`src/rtl/fifo_pkg.sv`:
```
// Shared helpers for the dual-clock FIFO pointer logic (write and read sides).
package fifo_pkg;

  // Widest pointer the helpers handle; callers zero-extend and truncate.
  localparam int unsigned PtrMaxW = 32;

  typedef logic [PtrMaxW-1:0] ptr_max_t;

  // Address width for a power-of-two depth.
  function automatic int unsigned addr_w(input int unsigned depth);
    return $clog2(depth);
  endfunction

  // Binary to Gray; zero-extension of the input leaves the result correct.
  function automatic ptr_max_t bin2gray(input ptr_max_t b);
    return b ^ (b >> 1);
  endfunction

  // Gray to binary; upper zero bits fold away for narrower pointers.
  function automatic ptr_max_t gray2bin(input ptr_max_t g);
    ptr_max_t b;
    b[PtrMaxW-1] = g[PtrMaxW-1];
    for (int i = PtrMaxW - 2; i >= 0; i--) begin
      b[i] = b[i+1] ^ g[i];
    end
    return b;
  endfunction

  // Full when the write Gray pointer equals the read Gray pointer with its two
  // MSBs inverted (one lap ahead). aw is the address width, pointer is aw+1.
  function automatic logic full_cmp(input ptr_max_t wgray, input ptr_max_t rgray,
                                    input int unsigned aw);
    ptr_max_t mask;
    mask = ptr_max_t'(3) << (aw - 1);
    return wgray == (rgray ^ mask);
  endfunction

endpackage

```
`src/rtl/ptr_sync.sv`:
```
// N-stage reset-to-zero synchronizer for a Gray pointer crossing clock domains.
module ptr_sync #(
  parameter int unsigned WIDTH_P = 4,
  parameter int unsigned STAGES  = 2
) (
  input  logic               i_clk,
  input  logic               i_rst_n,
  input  logic [WIDTH_P-1:0] i_d,
  output logic [WIDTH_P-1:0] o_q
);

  logic [WIDTH_P-1:0] r_stage [STAGES];

  // Shift the asynchronous input through the flop chain.
  always_ff @(posedge i_clk or negedge i_rst_n) begin
    if (!i_rst_n) begin
      for (int i = 0; i < STAGES; i++) begin
        r_stage[i] <= '0;
      end
    end else begin
      r_stage[0] <= i_d;
      for (int i = 1; i < STAGES; i++) begin
        r_stage[i] <= r_stage[i-1];
      end
    end
  end

  assign o_q = r_stage[STAGES-1];

endmodule

```
`src/rtl/wptr_full.sv`:
```
// Write-side pointer, full / almost-full, fill level and sticky overflow for
// the dual-clock FIFO. Everything here runs on w_clk.
module wptr_full
  import fifo_pkg::*;
#(
  parameter int unsigned WIDTH       = 4,
  parameter int unsigned DEPTH       = 8,
  parameter int unsigned AF_THRESH   = DEPTH - 2,
  parameter int unsigned SYNC_STAGES = 2,
  localparam int unsigned AW         = addr_w(DEPTH)
) (
  input  logic          w_clk,
  input  logic          rst_n,
  input  logic          wr_rq,
  input  logic          clr_ovf,
  input  logic [AW:0]   rptr,
  output logic          wr_en,
  output logic [AW-1:0] waddr,
  output logic [AW:0]   wptr,
  output logic          full,
  output logic          almost_full,
  output logic [AW:0]   wlevel,
  output logic          overflow
);

  localparam int unsigned PtrW = AW + 1;

  // Reject unusable parameter sets at elaboration.
  if (WIDTH == 0 || DEPTH < 4 || (DEPTH & (DEPTH - 1)) != 0 || SYNC_STAGES < 2)
  begin : g_param_check
    $error("wptr_full: illegal parameter set");
  end

  logic [AW:0] r_bin;
  logic [AW:0] r_wptr;
  logic [AW:0] r_wlevel;
  logic        r_full;
  logic        r_af;
  logic        r_ovf;

  logic        w_inc;
  logic [AW:0] w_binnext;
  logic [AW:0] w_graynext;
  logic [AW:0] w_wq_rptr;
  logic [AW:0] w_rbin;
  logic [AW:0] w_level_next;
  logic        w_full_next;
  logic        w_af_next;
  logic        w_ovf_next;

  ptr_sync #(
    .WIDTH_P (PtrW),
    .STAGES  (SYNC_STAGES)
  ) u_rptr_sync (
    .i_clk   (w_clk),
    .i_rst_n (rst_n),
    .i_d     (rptr),
    .o_q     (w_wq_rptr)
  );

  // A request while full is dropped: no memory write, pointer holds.
  assign w_inc      = wr_rq & ~r_full;
  assign w_binnext  = r_bin + PtrW'(w_inc);
  assign w_graynext = PtrW'(bin2gray(ptr_max_t'(w_binnext)));
  assign w_rbin     = PtrW'(gray2bin(ptr_max_t'(w_wq_rptr)));

  // Level uses the stale synchronized read pointer, so it can only overstate.
  assign w_level_next = w_binnext - w_rbin;
  assign w_full_next  = full_cmp(ptr_max_t'(w_graynext), ptr_max_t'(w_wq_rptr), AW);
  assign w_af_next    = 32'(w_level_next) >= AF_THRESH;

  // Sticky overflow; a set in the same cycle as a clear wins.
  always_comb begin
    w_ovf_next = r_ovf;
    if (clr_ovf) begin
      w_ovf_next = 1'b0;
    end
    if (wr_rq && r_full) begin
      w_ovf_next = 1'b1;
    end
  end

  // Pointer, flag and level registers.
  always_ff @(posedge w_clk or negedge rst_n) begin
    if (!rst_n) begin
      r_bin    <= '0;
      r_wptr   <= '0;
      r_wlevel <= '0;
      r_full   <= 1'b0;
      r_af     <= 1'b0;
      r_ovf    <= 1'b0;
    end else begin
      r_bin    <= w_binnext;
      r_wptr   <= w_graynext;
      r_wlevel <= w_level_next;
      r_full   <= w_full_next;
      r_af     <= w_af_next;
      r_ovf    <= w_ovf_next;
    end
  end

  assign wr_en       = w_inc;
  assign waddr       = r_bin[AW-1:0];
  assign wptr        = r_wptr;
  assign full        = r_full;
  assign almost_full = r_af;
  assign wlevel      = r_wlevel;
  assign overflow    = r_ovf;

endmodule

```
`config.mk`:
```
export PLATFORM = sky130hd
export DESIGN_NAME = wptr_full
export DESIGN_NICKNAME = d
export VERILOG_FILES = /design/src/rtl/fifo_pkg.sv /design/src/rtl/ptr_sync.sv /design/src/rtl/wptr_full.sv
export SDC_FILE = /design/constraint.sdc
export NUM_CORES = 1
export LEC_CHECK = 0
export CORE_UTILIZATION = 35
export DETAILED_ROUTE_END_ITERATION = 12
export SYNTH_ARGS = -nofsm -noshare
export SYNTH_HDL_FRONTEND = slang
export SYNTH_HIERARCHICAL = 1
export SYNTH_SLANG_ARGS = --single-unit
```
`constraint.sdc`:
```
create_clock -name w_clk -period 2.2 [get_ports w_clk]
set_clock_uncertainty 0.1 [all_clocks]
set_input_delay 0.55 -clock w_clk [delete_from_list [all_inputs] [get_ports w_clk]]
set_output_delay 0.55 -clock w_clk [all_outputs]
set_load 0.01 [all_outputs]
```
==> out/qor.txt, run 1 <==
Area of the die - 0.002885 sq mm
Number of global-route vias before repair - 612
Initial core utilization - 37.44%
Yosys warning count - 6
Clock sink count - 22
Worst max-slew margin expressed relative to the limit - 81.59%
Tightest Pin Transition - 0.2761 ns
Clock-pin slew reported for the worst setup and hold paths after clock tree synthesis - 0.11 ns
Cell leakage power - 0.0006608 uW
Layout cell share with drive strength beyond 1 - 31.58%
Critical path arrival - 2.35 ns
Total count of hold-check failures in the final report - 0
Post-layout net count - 130
Fraction of registers with async set/reset - 100.0%
Final setup margin - -0.06479 ns
Unique cell type count in the Yosys netlist - 21
Part of the total power dissipated in combinational logic - 64.0%
Most frequent cells in the layout - sky130_fd_sc_hd__dfrtp_1 (22), sky130_fd_sc_hd__buf_4 (22), sky130_fd_sc_hd__clkdlybuf4s50_1 (20)
Mean area per synthesized cell - 13.18 sq um
Top metal layer carrying routed signals - met4
Weighted congestion reported at the end of routability-driven placement - 0.7885
Wl on met1 - 714 um
Switching part of the total - 35.81%
Fraction of power consumed by the clock network - 7.8%
CP Cell Sequence - xnor2_2, xor2_2, xnor2_1, ha_2, fa_1, inv_2, a22oi_2, o211ai_1
Area after DPL - 0.001341 sq mm
GR Overflow Total - 0
Number of remaining DRC errors - 0
Setup TNS - -0.06479 ns
Met2 routed wirelength - 796 um
Port bufs - 22
Internal power contribution - 1469 uW
CTS tree - built
Cell at the slowest stage of the critical path - sky130_fd_sc_hd__fa_1
Number of instances in the synthesized netlist - 71
Max-slew violations - 0
Minimum period implied by the final worst setup slack - 2.265 ns
Count of inserted antenna diode cells - 0
Net switching power of the design - 819.2 uW
Post-synthesis sequential element count - 22
Number of nets still failing antenna checks after routing - 0
Nature of the critical path endpoint - flop
Routed length on met3 - 39 um
CTS H-tree lvls - 1
Max frequency - 441.5 MHz
Required time of the critical path - 2.29 ns
PwrDens - 1625 mW/mm^2
Worst path max stage delay - 0.51 ns
Routed length per instance - 10.93 um
DRC marker count from the first detailed-route iteration - 4
Clk Tree Root Cell - sky130_fd_sc_hd__clkbuf_4
Commonest register cell after synthesis - sky130_fd_sc_hd__dfrtp_1
Category of the critical setup timing path - flop to flop
I/O pin cnt - 23
Count of max-cap constraint violations - 0
Violations in the final reports - negative setup slack
Buffers plus inverters on the worst setup path - 1
CP top delay family - adder cells
Total nets after synthesis - 85
Maximum number of pins on one net before global-route repair - 23
Sequential group share of total power - 28.1%
Post-placement setup slack - -0.4958 ns
Path category of the worst min-delay check - flop to flop
DP Wirelength - 1178 um
Antenna violations before repair - 0
Post-detailed-routing wire length - 1574 um
Unrepaired setup endpoints after global routing - yes
Mapped cell area - 935.9 sq um
Buffer levels on the longest clock path - 2
Die extent in x - 53.71 um
Hold bufs inserted after CTS - 0
Final core utilization - 56.31%
Smallest hold slack - 0.2604 ns
Detailed Routing Iterations Pass 1 - 4
Global-route wire length before repair - 2615 um
Via total after detailed routing - 614
Outcome - finished, violations left
Nature of the critical path startpoint - flop
Final standard cell area without fillers - 0.001408 sq mm
Final Cycle Share - 102.9%
Chip Height - 53.71 um
Worst Path Max Fanout - 3
Global-route usage over all layers - 13.09%
Layout area overhead - 50.40%
Later-pin clock latency in the skew report - 0.30 ns
Clock buffers created by TritonCTS - 3
Sequential cell area fraction in the yosys report - 58.82%
Number of rows created at floorplan - 18
EDFF count, synth - 0
Core footprint - 0.002500 sq mm
Via density per instance - 4.264
Setup violations, final - 1
Largest vdd supply drop - 0.7137 mV
-- flip-flops by register name, summed over array words and instances, names as in the netlist --
| name | count |
|---|---|
| r_bin | 4 |
| u_rptr_sync/o_q | 4 |
| u_rptr_sync/r_stage | 4 |
| wlevel | 4 |
| wptr | 3 |
| almost_full | 1 |
| full | 1 |
| overflow | 1 |
-- Yosys cell counts, types with 2 or more instances --
library cell	count	area share [%]
sky130_fd_sc_hd__a21oi_1	2	1.1
sky130_fd_sc_hd__buf_4	4	3.2
sky130_fd_sc_hd__dfrtp_1	22	59
sky130_fd_sc_hd__ha_1	5	6.7
sky130_fd_sc_hd__inv_1	8	3.2
sky130_fd_sc_hd__nor3_1	2	1.1
sky130_fd_sc_hd__xnor2_1	8	7.5
sky130_fd_sc_hd__xor2_1	7	6.6
-- power groups by stage --
| stage | registers [uW] | logic (uW) | clock network (uW) |
|---|---|---|---|
| 6_report | 644 | 1460 | 179 |
| 5_1_grt | 666 | 1600 | 200 |
| 3_5_place_dp | 656 | 1420 | 0 |
| 3_3_place_gp | 654 | 1380 | 0 |
| 4_1_cts | 646 | 1430 | 186 |
| 2_1_floorplan | 713 | 705 | 0 |
-- metrics by stage --
step	cells	power [uW]
2_1_floorplan	71	1418
3_3_place_gp	137	2036
3_5_place_dp	137	2075
4_1_cts	142	2261
5_1_grt	144	2468
6_report	144	2288
-- worst reg2reg max path, stage by stage (launching register included) --
cell                       delay (ns)
sky130_fd_sc_hd__dfrtp_1         0.42
sky130_fd_sc_hd__xnor2_2         0.25
sky130_fd_sc_hd__xor2_2          0.23
sky130_fd_sc_hd__xnor2_1         0.11
sky130_fd_sc_hd__ha_2            0.21
sky130_fd_sc_hd__fa_1            0.51
sky130_fd_sc_hd__inv_2           0.05
sky130_fd_sc_hd__a22oi_2         0.17
sky130_fd_sc_hd__o211ai_1        0.10
-- final cells by class --
type | instances | area, sq um
multi-input cells | 37 | 384.1
clock buffers | 3 | 22.52
fillers | 225 | 1092
repair buffers | 44 | 382.9
flip-flops and latches | 22 | 550.5
inverters | 8 | 30.03
well taps | 30 | 37.54
-- cells by family after synthesis --
group,Yosys count,share of synthesized area (%)
compound gates,9,6.819
buf+inv,12,6.417
xor+xnor,16,15.78
simple gates,6,3.342
fa+ha+maj,6,8.824
flops,22,58.82
-- path summary, 6_finish.rpt --
check                                  startpoint                  to  slack, ns  cells past startpoint
max                            u_rptr_sync/o_q[3]         almost_full      -0.06                      8
min                        u_rptr_sync/r_stage[4]  u_rptr_sync/o_q[0]       0.26                      0
max reg2reg                    u_rptr_sync/o_q[3]         almost_full      -0.06                      8
min reg2reg                u_rptr_sync/r_stage[4]  u_rptr_sync/o_q[0]       0.26                      0
max in group asynchronous                   rst_n  u_rptr_sync/o_q[3]       1.31                      2
min in group asynchronous                   rst_n         almost_full       0.47                      2
-- per-layer routing --
layer | vias to the layer above | GRT usage [%]
met3 | 4 | 2.542
met2 | 13 | 21.60
met1 | 288 | 15.58
met5 | - | 0
met4 | 0 | 7.895
li1 | 309 | -
-- timing repair --
action	CTS	global route
buffers inserted	2	2
setup endpoints to repair	3	2
pin swaps	5	7
gates resized for setup	3	3
No activity file was read; power rests on OpenSTA's default activity.
==> run 2, diff against run 1 <==
--- a/config.mk
+++ b/config.mk
@@ -5,8 +5,11 @@
 export SDC_FILE = /design/constraint.sdc
 export NUM_CORES = 1
 export LEC_CHECK = 0
+export CELL_PAD_IN_SITES_DETAIL_PLACEMENT = 0
+export CELL_PAD_IN_SITES_GLOBAL_PLACEMENT = 1
 export CORE_UTILIZATION = 35
 export DETAILED_ROUTE_END_ITERATION = 12
+export PLACE_DENSITY = 0.75
 export SYNTH_ARGS = -nofsm -noshare
 export SYNTH_HDL_FRONTEND = slang
 export SYNTH_HIERARCHICAL = 1
==> constraint.sdc (replaced) <==
create_clock -name w_clk -period 2.78 [get_ports w_clk]
set_clock_uncertainty 0.1 [all_clocks]
set_input_delay 0.695 -clock w_clk [delete_from_list [all_inputs] [get_ports w_clk]]
set_output_delay 0.695 -clock w_clk [all_outputs]
set_load 0.01 [all_outputs]
==> run 2 against run 1 <==
Critical endpoint unchanged. Critical path type is now input port to flop. First-iteration DRC count unchanged. The run now ends clean. Clock-buffer cell count did not move. Largest power group unchanged. Worst setup slack improved by 0.16 ns.
==> out/qor.txt, run 2 (same netlist as run 1, synthesis figures left out) <==
Largest vdd supply drop - 0.5888 mV
Count of inserted antenna diode cells - 0
GR Overflow Total - 0
Most frequent cells in the layout - sky130_fd_sc_hd__dfrtp_1 (22), sky130_fd_sc_hd__clkdlybuf4s50_1 (21), sky130_fd_sc_hd__buf_4 (13)
Antenna violations before repair - 0
Critical path arrival - 2.77 ns
Later-pin clock latency in the skew report - 0.29 ns
Routed length per instance - 10.73 um
Initial core utilization - 37.44%
End of the worst register-to-register path - almost_full
I/O pin cnt - 23
Clock sink count - 22
Final setup margin - 0.09257 ns
Number of rows created at floorplan - 18
Layout cell share with drive strength beyond 1 - 18.10%
Clock-pin slew reported for the worst setup and hold paths after clock tree synthesis - 0.11 ns
Number of nets still failing antenna checks after routing - 0
Setup repair bufs after CTS - 0
Detailed Routing Iterations Pass 1 - 2
Cell leakage power - 0.0006219 uW
Total count of hold-check failures in the final report - 0
Path category of the worst min-delay check - flop to flop
Core footprint - 0.002500 sq mm
Setup TNS - 0 ns
Worst Path Max Fanout - 3
DP Wirelength - 1153 um
Critical R2R Launch - u_rptr_sync/o_q[3]
Final standard cell area without fillers - 0.001299 sq mm
Via total after detailed routing - 573
Global-route wire length before repair - 2366 um
PwrDens - 1319 mW/mm^2
DRC marker count from the first detailed-route iteration - 4
Global-route usage over all layers - 11.93%
Final Cycle Share - 96.67%
Count of max-cap constraint violations - 0
Number of global-route vias before repair - 572
Smallest hold slack - 0.2616 ns
CTS tree - built
Max frequency - 372.1 MHz
Nature of the critical path endpoint - flop
Setup slack of the worst register-to-register path - 0.41 ns
Layout area overhead - 38.77%
Setup violations, final - 0
Hold path startpoint - u_rptr_sync/r_stage[7]
Post-layout net count - 121
Buffer levels on the longest clock path - 2
Area of the die - 0.002885 sq mm
Via density per instance - 4.244
Tightest Pin Transition - 0.2807 ns
Worst max-slew margin expressed relative to the limit - 81.22%
Area after DPL - 0.001261 sq mm
Minimum period implied by the final worst setup slack - 2.687 ns
CTS H-tree lvls - 1
Category of the critical setup timing path - input port to flop
Hold path depth - 0
Most common cell after layout, fill and taps aside - sky130_fd_sc_hd__dfrtp_1
Outcome - complete, no violations
Number of remaining DRC errors - 0
Clock buffers created by TritonCTS - 3
Nature of the critical path startpoint - input port
Post-placement setup slack - -0.2273 ns
Port bufs - 22
Clk Tree Root Cell - sky130_fd_sc_hd__clkbuf_4
Reg2Reg Depth - 8
Required time of the critical path - 2.86 ns
Die extent in x - 53.71 um
Maximum number of pins on one net before global-route repair - 23
Hold Path End - u_rptr_sync/o_q[3]
Chip Height - 53.71 um
Post-detailed-routing wire length - 1448 um
Weighted congestion reported at the end of routability-driven placement - 0.7980
Max-slew violations - 0
Unrepaired setup endpoints after global routing - no
Filler Cell Count - 222
-- run 2: area by class of cell --
class | count | area, sq um | area share (%)
Sequential cell | 22 | 550.5 | 42.39
Multi-Input combinational cell | 37 | 337.8 | 26.01
Timing Repair Buffer | 35 | 320.3 | 24.66
Tap cell | 30 | 37.54 | 2.890
Inverter | 8 | 30.03 | 2.312
Clock buffer | 3 | 22.52 | 1.734
-- run 2: power by group --
group          leakage (uW)  switching, uW  internal, uW
clock             0.0000138           84.8          50.4
combinational      0.000348            457           618
sequential         0.000260           62.3           441
-- run 2: worst max-delay path by stage --
stage	from	slack, ns	to
after global routing	wr_rq	0.02	almost_full
after global placement	wr_rq	-0.16	almost_full
final	wr_rq	0.09	almost_full
after CTS	wr_rq	0.008	wr_en
after detailed placement	wr_rq	-0.23	almost_full
after floorplan	wr_rq	0.19	almost_full
-- run 2: metrics by stage --
stage | std cells | util (%) | total power (uW)
finish | 135 | 51.95 | 1714
global route | 135 | 51.95 | 1854
CTS | 135 | 51.45 | 1716
detailed placement | 132 | 50.45 | 1571
global placement | 132 | 50.45 | 1552
floorplan | 71 | - | 1063
-- run 2: repair_timing --
item | in CTS | in global routing
gates resized for setup | 1 | 3
hold buffers | 0 | 0
setup endpoints to repair | 1 | 2
-- run 2: worst max-delay path: stages --
cell and delay [ns]:
sky130_fd_sc_hd__clkdlybuf4s50_1 0.43, sky130_fd_sc_hd__nor2b_4 0.14, sky130_fd_sc_hd__ha_1 0.19, sky130_fd_sc_hd__ha_1 0.32, sky130_fd_sc_hd__inv_1 0.08, sky130_fd_sc_hd__fa_1 0.56, sky130_fd_sc_hd__inv_1 0.07, sky130_fd_sc_hd__a22oi_2 0.18
sky130_fd_sc_hd__o211ai_1 0.09
-- run 2: metal layers --
metal,vias up,global-route usage [%],part of all wire (%)
met5,-,0,0
met4,0,6.579,1.0
met3,2,2.542,3.5
met2,12,20.78,53
met1,268,13.36,42
li1,291,-,-
